File: src/rtl/game_pkg.sv
// Shared encodings, FSM states and default timing for the reaction game.
package game_pkg;

  localparam int unsigned LFSR_W = 8;
  localparam int unsigned ACT_W  = 4;

  localparam logic [ACT_W-1:0] ACT_0    = 4'b0000;
  localparam logic [ACT_W-1:0] ACT_1    = 4'b0001;
  localparam logic [ACT_W-1:0] ACT_2    = 4'b0010;
  localparam logic [ACT_W-1:0] ACT_3    = 4'b0011;
  localparam logic [ACT_W-1:0] ACT_NONE = 4'b1111;

  typedef enum logic [2:0] {
    ST_IDLE,
    ST_PLAY,
    ST_GAP,
    ST_OVER,
    ST_WIN
  } state_e;

  localparam int unsigned      DEF_TICKS_PER_WIN     = 30;
  localparam int unsigned      DEF_WIN_STEP          = 5;
  localparam int unsigned      DEF_ACTIONS_PER_LEVEL = 8;
  localparam int unsigned      DEF_NUM_LEVELS        = 4;
  localparam int unsigned      DEF_GAP_TICKS         = 10;
  localparam int unsigned      DEF_MAX_WRONG         = 5;
  localparam logic [LFSR_W-1:0] DEF_LFSR_SEED        = 8'hA5;

  // Fibonacci step for x^8+x^6+x^5+x^4+1 (taps on bits 7,5,4,3).
  function automatic logic [LFSR_W-1:0] lfsr_next(input logic [LFSR_W-1:0] q);
    return {q[6:0], q[7] ^ q[5] ^ q[4] ^ q[3]};
  endfunction

endpackage

File: src/rtl/lfsr8.sv
// Free-running 8-bit LFSR; the seed must be nonzero or the register locks up.
module lfsr8
  import game_pkg::*;
#(
  parameter logic [LFSR_W-1:0] SEED = DEF_LFSR_SEED
) (
  input  logic              clk,
  input  logic              rst_n,
  output logic [LFSR_W-1:0] q
);

  always_ff @(posedge clk or negedge rst_n) begin
    if (!rst_n) q <= SEED;
    else        q <= lfsr_next(q);
  end

endmodule

File: src/rtl/action_sequencer.sv
// Drives direction prompts, window timing and level progression for the judge,
// and ends the game once the judge's mistake count grows by MAX_WRONG.
module action_sequencer
  import game_pkg::*;
#(
  parameter int unsigned       TICKS_PER_WIN     = DEF_TICKS_PER_WIN,
  parameter int unsigned       WIN_STEP          = DEF_WIN_STEP,
  parameter int unsigned       ACTIONS_PER_LEVEL = DEF_ACTIONS_PER_LEVEL,
  parameter int unsigned       NUM_LEVELS        = DEF_NUM_LEVELS,
  parameter int unsigned       GAP_TICKS         = DEF_GAP_TICKS,
  parameter int unsigned       MAX_WRONG         = DEF_MAX_WRONG,
  parameter logic [LFSR_W-1:0] LFSR_SEED         = DEF_LFSR_SEED
) (
  input  logic             clk,
  input  logic             rst_n,
  input  logic             start,
  input  logic [7:0]       wrong_time,
  output logic             level,
  output logic [ACT_W-1:0] action,
  output logic [7:0]       count,
  output logic [1:0]       level_num,
  output logic             win_tick,
  output logic             game_over,
  output logic             game_win
);

  localparam int unsigned TICK_W = 8;
  localparam int unsigned WIDX_W = 8;
  localparam int unsigned MIS_W  = 8;

  state_e              state_q, state_n;
  logic [TICK_W-1:0]   tick_q, tick_n;
  logic [WIDX_W-1:0]   widx_q, widx_n;
  logic [MIS_W-1:0]    wrong_base_q, wrong_base_n;
  logic                level_n, win_tick_n, game_over_n, game_win_n;
  logic [ACT_W-1:0]    action_n;
  logic [7:0]          count_n;
  logic [1:0]          level_num_n;
  logic [LFSR_W-1:0]   lfsr_q;
  logic [ACT_W-1:0]    new_act;
  logic [MIS_W-1:0]    mistakes;
  logic                win_end, last_win, lfsr_unused;

  lfsr8 #(.SEED(LFSR_SEED)) u_lfsr (
    .clk   (clk),
    .rst_n (rst_n),
    .q     (lfsr_q)
  );

  // Window length shrinks by WIN_STEP each level.
  function automatic logic [TICK_W-1:0] win_len(input logic [1:0] lvl);
    return TICK_W'(TICKS_PER_WIN - WIN_STEP * 32'(lvl));
  endfunction

  assign new_act     = {2'b00, lfsr_q[1:0]};
  assign lfsr_unused = ^lfsr_q[LFSR_W-1:2];
  assign mistakes    = wrong_time - wrong_base_q;
  assign win_end     = (tick_q == win_len(level_num) - TICK_W'(1));
  assign last_win    = (widx_q == WIDX_W'(ACTIONS_PER_LEVEL - 1));

  always_comb begin
    state_n      = state_q;
    tick_n       = tick_q;
    widx_n       = widx_q;
    wrong_base_n = wrong_base_q;
    level_n      = level;
    action_n     = action;
    count_n      = count;
    level_num_n  = level_num;
    game_over_n  = game_over;
    game_win_n   = game_win;
    win_tick_n   = 1'b0;

    unique case (state_q)
      ST_IDLE, ST_OVER, ST_WIN: begin
        if (start) begin
          state_n      = ST_PLAY;
          wrong_base_n = wrong_time;
          count_n      = '0;
          level_num_n  = '0;
          tick_n       = '0;
          widx_n       = '0;
          action_n     = new_act;
          level_n      = 1'b1;
          game_over_n  = 1'b0;
          game_win_n   = 1'b0;
        end
      end
      ST_PLAY: begin
        // Mistake limit wins over any window or level boundary this cycle.
        if (mistakes >= MIS_W'(MAX_WRONG)) begin
          state_n     = ST_OVER;
          level_n     = 1'b0;
          action_n    = ACT_NONE;
          game_over_n = 1'b1;
        end else if (win_end) begin
          tick_n  = '0;
          count_n = count + 8'd1;
          if (!last_win) begin
            widx_n   = widx_q + WIDX_W'(1);
            action_n = new_act;
          end else if (level_num == 2'(NUM_LEVELS - 1)) begin
            state_n    = ST_WIN;
            level_n    = 1'b0;
            action_n   = ACT_NONE;
            game_win_n = 1'b1;
          end else begin
            state_n  = ST_GAP;
            level_n  = 1'b0;
            action_n = ACT_NONE;
          end
        end else begin
          tick_n = tick_q + TICK_W'(1);
        end
      end
      ST_GAP: begin
        if (tick_q == TICK_W'(GAP_TICKS - 1)) begin
          state_n     = ST_PLAY;
          level_num_n = level_num + 2'd1;
          tick_n      = '0;
          widx_n      = '0;
          action_n    = new_act;
          level_n     = 1'b1;
        end else begin
          tick_n = tick_q + TICK_W'(1);
        end
      end
      default: state_n = ST_IDLE;
    endcase

    // Registered pulse lands on the cycle where tick sits at the window's last value.
    win_tick_n = (state_n == ST_PLAY) && (tick_n == win_len(level_num_n) - TICK_W'(1));
  end

  always_ff @(posedge clk or negedge rst_n) begin
    if (!rst_n) begin
      state_q      <= ST_IDLE;
      tick_q       <= '0;
      widx_q       <= '0;
      wrong_base_q <= '0;
      level        <= 1'b0;
      action       <= ACT_NONE;
      count        <= '0;
      level_num    <= '0;
      win_tick     <= 1'b0;
      game_over    <= 1'b0;
      game_win     <= 1'b0;
    end else begin
      state_q      <= state_n;
      tick_q       <= tick_n;
      widx_q       <= widx_n;
      wrong_base_q <= wrong_base_n;
      level        <= level_n;
      action       <= action_n;
      count        <= count_n;
      level_num    <= level_num_n;
      win_tick     <= win_tick_n;
      game_over    <= game_over_n;
      game_win     <= game_win_n;
    end
  end

endmodule

File: config.mk
export PLATFORM = sky130hd
export DESIGN_NAME = action_sequencer
export DESIGN_NICKNAME = d
export VERILOG_FILES = /design/src/rtl/game_pkg.sv /design/src/rtl/lfsr8.sv /design/src/rtl/action_sequencer.sv
export SDC_FILE = /design/constraint.sdc
export NUM_CORES = 1
export LEC_CHECK = 0
export ABC_AREA = 0
export CAP_MARGIN = 25
export CORE_ASPECT_RATIO = 1.5
export CORE_MARGIN = 2
export CORE_UTILIZATION = 60
export CTS_CLUSTER_DIAMETER = 200
export DETAILED_ROUTE_END_ITERATION = 10
export GPL_TIMING_DRIVEN = 0
export MAX_ROUTING_LAYER = met4
export PLACE_DENSITY = 0.83
export SYNTH_ARGS = -nofsm -noshare
export SYNTH_HDL_FRONTEND = slang
export SYNTH_HIERARCHICAL = 1
export SYNTH_SLANG_ARGS = --single-unit
File: constraint.sdc
create_clock -name clk -period 8.7 [get_ports clk]
set_input_delay 2.61 -clock clk [delete_from_list [all_inputs] [get_ports clk]]
set_output_delay 2.61 -clock clk [all_outputs]
set_load 0.02 [all_outputs]
==> flow_metrics.py <==
metrics = {
    "final_layout": {
        "fin_util_pct": 71.7,
        "nFillCells": 393,
        "layout.nets": 397,
        "syn2layout_area_growth_pct": 15.5,
        "diodes": 0,
        "drive_above_1_share_pct": 10.5,
    },
    "pwr": {
        "leakagePower_uw": 0.00169,
        "cellPowerDensity_mw_per_mm2": 228,
        "irDropWorstVdd_uv": 115,
    },
    "yosys": {
        "avgSynthCellArea_um2": 9.82,
        "netlist_instances": 324,
        "synth_ff_type": "dfrtp_1",
        "synth-async-reset-ratio_pct": 100,
        "synth.ff_latch_count": 52,
        "synth_warnings": 6,
        "synthesis.nets": 361,
        "synthesis.area_mm2": 0.00318,
        "synth_enable_flop_cells": 0,
        "synth_cell_type_count": 60,
        "synth_seq_area_share_pct": 41.2,
    },
    "critical_path": {
        "path_class": "in -> reg",
        "crit_top_cell": "inv_1",
        "critical_path_buf_inv_count": 3,
        "cp_slowest_cell": "clkdlybuf4s50_1",
        "arrival_ps": 6080,
        "end_kind": "flip-flop",
        "cp_top_family": "compound AO/OA/AOI/OAI gates",
        "crit_chain": "clkdlybuf4s50_1, inv_1, ha_1, inv_1, fa_1, nand2b_1, a221oi_1, o21ai_0, nor3_2, nand2_2, a21oi_1, o22ai_1, xor2_1, or3_1, a221oi_2",
        "worst-endpoint-required_ps": 8920,
        "crit_path_start_kind": "input port",
        "slowest_delay_ps": 460,
        "cp_max_fo": 9,
    },
    "die": {
        "coreArea_mm2": 0.00512,
        "ios": 29,
        "die-area_mm2": 0.00591,
        "start_util_pct": 62.1,
        "dieHeight_um": 93.2,
        "die_w_um": 63.4,
        "num_rows": 32,
    },
    "sta": {
        "clock_skew_ps": 5.28,
        "period_needed_ps": 5860,
        "final_hold_viol_count": 0,
        "finalCritPeriodShare_pct": 67.4,
        "fmax_ghz": 0.171,
        "final.setup.tns_ps": 0,
        "slew_headroom_pct": 38.5,
        "worst_pin_slew_ps": 921,
        "drv_slew": 0,
        "setup_violations": 0,
        "rsz0062_at_grt": "no",
    },
    "drt": {
        "avgViaCountPerCell": 5.63,
        "drtAntennaViolNets": 0,
        "drc": 0,
        "vias": 2415,
        "wl_per_cell_um": 14.6,
        "routed_wl_um": 6260,
        "drtIter0Drc": 130,
        "firstDrtPassIters": 4,
    },
    "clock_network": {
        "clkSinkCount": 52,
        "cts_max_level": 2,
        "cts-root-buf": "clkbuf_8",
        "cts_resized": 0,
        "post-cts-setup-buffer-count": 0,
        "cts-hold-fix-buffers": 0,
        "clk_latency_ps": 310,
        "cts_max_path_buffers": 2,
        "cts_tree": "built",
        "cts.reportedPaths.clkPinSlew_ps": 90,
        "cts_made_buffers": 5,
    },
    "placed_design": {
        "gp_congestion": 0.819,
        "hpwlAfterDp_um": 4800,
        "port_buffers": 28,
    },
    "global_route": {
        "grt_pass1_vias": 2385,
        "grt_overflow": 0,
        "track_usage_pct": 23.9,
        "grt_pass1_wl_um": 10800,
        "antenna_found_initial": 0,
        "grt_max_degree": 41,
    },
    "run": {
        "max-cap-violations": 0,
    },
    "hold_path": {
        "min_path_type": "reg -> reg",
    },
    "run_status": {
        "outcome": "completed",
    },
}
[layout make-up]
cell class	instances	area, um^2	share of cell area, %
buffer	9	46.3	1.26
clock buffer	5	68.8	1.87
clock inverter	3	42.5	1.16
inverter	20	75.1	2.04
multi-input combinational	243	1750	47.6
sequential	52	1310	35.7
tap	68	85.1	2.32
timing repair buffer	29	295	8.04
[Yosys cell counts, types with 2 or more instances]
cell       n  area share [%]
nand3_1    9             1.4
nor2b_1    5            0.98
nand4b_1   2            0.55
nand4_1    5            0.98
nand2_2    2            0.39
dfstp_2    7             5.8
o22ai_1    4            0.79
mux2_2     2            0.71
o21ai_0   15             2.4
inv_1     20             2.4
and3_1     6             1.2
a21oi_1    5            0.79
o21a_1     3            0.71
xor2_1    15             4.1
or3_1      4            0.79
dfrtp_1   45              35
nor2_1    28             3.3
buf_2      4            0.63
buf_4      2            0.47
nand2_1   28             3.3
xnor2_1   14             3.9
a31oi_1    3            0.59
nand2b_1   6             1.2
mux2i_1    5             1.6
o22a_1     2            0.55
nand3b_1   2            0.47
a21o_1     6             1.4
o31ai_1    2            0.47
nor4_1     5            0.98
nor3_1     6            0.94
clkbuf_1   3            0.35
ha_1      25             9.8
o21bai_1   4            0.94
nor3b_1    4            0.94
[metrics by stage]
step	power, uW	hold slack, ps	instance area [um^2]	worst slack (ps)	std cells
after floorplan	571	333	3180	3400	324
after global placement	665	336	3550	2630	420
after detailed placement	678	342	3560	2540	421
after CTS	841	369	3670	2850	429
after global routing	894	379	3670	2600	429
final	837	366	3670	2840	429
[path summary, 6_finish.rpt]
check,startpoint,end,slack [ps],depth (start not counted)
min in group asynchronous,rst_n,u_lfsr/q[6],2170,1
max,wrong_time[0],win_tick,2840,15
min reg2reg,u_lfsr/q[6],u_lfsr/q[7],370,0
min,u_lfsr/q[6],u_lfsr/q[7],370,0
max reg2reg,wrong_base_q[0],win_tick,5280,13
max in group asynchronous,rst_n,action[1],5960,2
[placed cells by master (no fill, tap or decap), types with 7 or more instances in the layout]
cell	instances
xnor2_1	14
nand2_1	28
o21ai_0	15
ha_1	25
nor2_1	28
inv_1	20
xor2_1	15
dfstp_2	7
nand3_1	9
clkdlybuf4s50_1	27
dfrtp_1	45
[power by group]
part / leakage, uW / internal (uW) / switching, uW
combinational: 0.000962 / 152 / 211
clock: 0.0000541 / 85.1 / 79.2
sequential: 0.000672 / 286 / 22.8
total: 0.00169 / 524 / 313
[routing by layer]
layer  part of all wire (%)  up-vias  wire length [um]  global-route usage [%]
met2                     55       43              3430                    43.2
met5                      0        -                 0                       -
met3                    2.8       17               173                    4.09
met4                    2.9        0               184                    8.88
li1                       -     1199                 -                       -
met1                     40     1156              2480                    26.2
[registers in the layout, indices dropped and copies added (netlist names), 2 cells and up]
signal and flops:
widx_q 8, state_q 3, tick_q 8, level_num 2, wrong_base_q 8, u_lfsr/q 8, count 8, action 3
[cells by family (layout without fill, tap and decap cells)]
group | after synthesis | count (layout) | synth area share [%]
XOR/XNOR | 29 | 29 | 7.99
AND/OR/NAND/NOR | 120 | 120 | 19.8
buffers and inverters | 29 | 66 | 3.82
AO/OA/AOI/OAI | 61 | 61 | 14.5
flip-flops | 52 | 52 | 41.2
multiplexers | 7 | 7 | 2.28
adder cells (fa/ha/maj) | 26 | 26 | 10.5
Power figures use the tool's default switching activity.
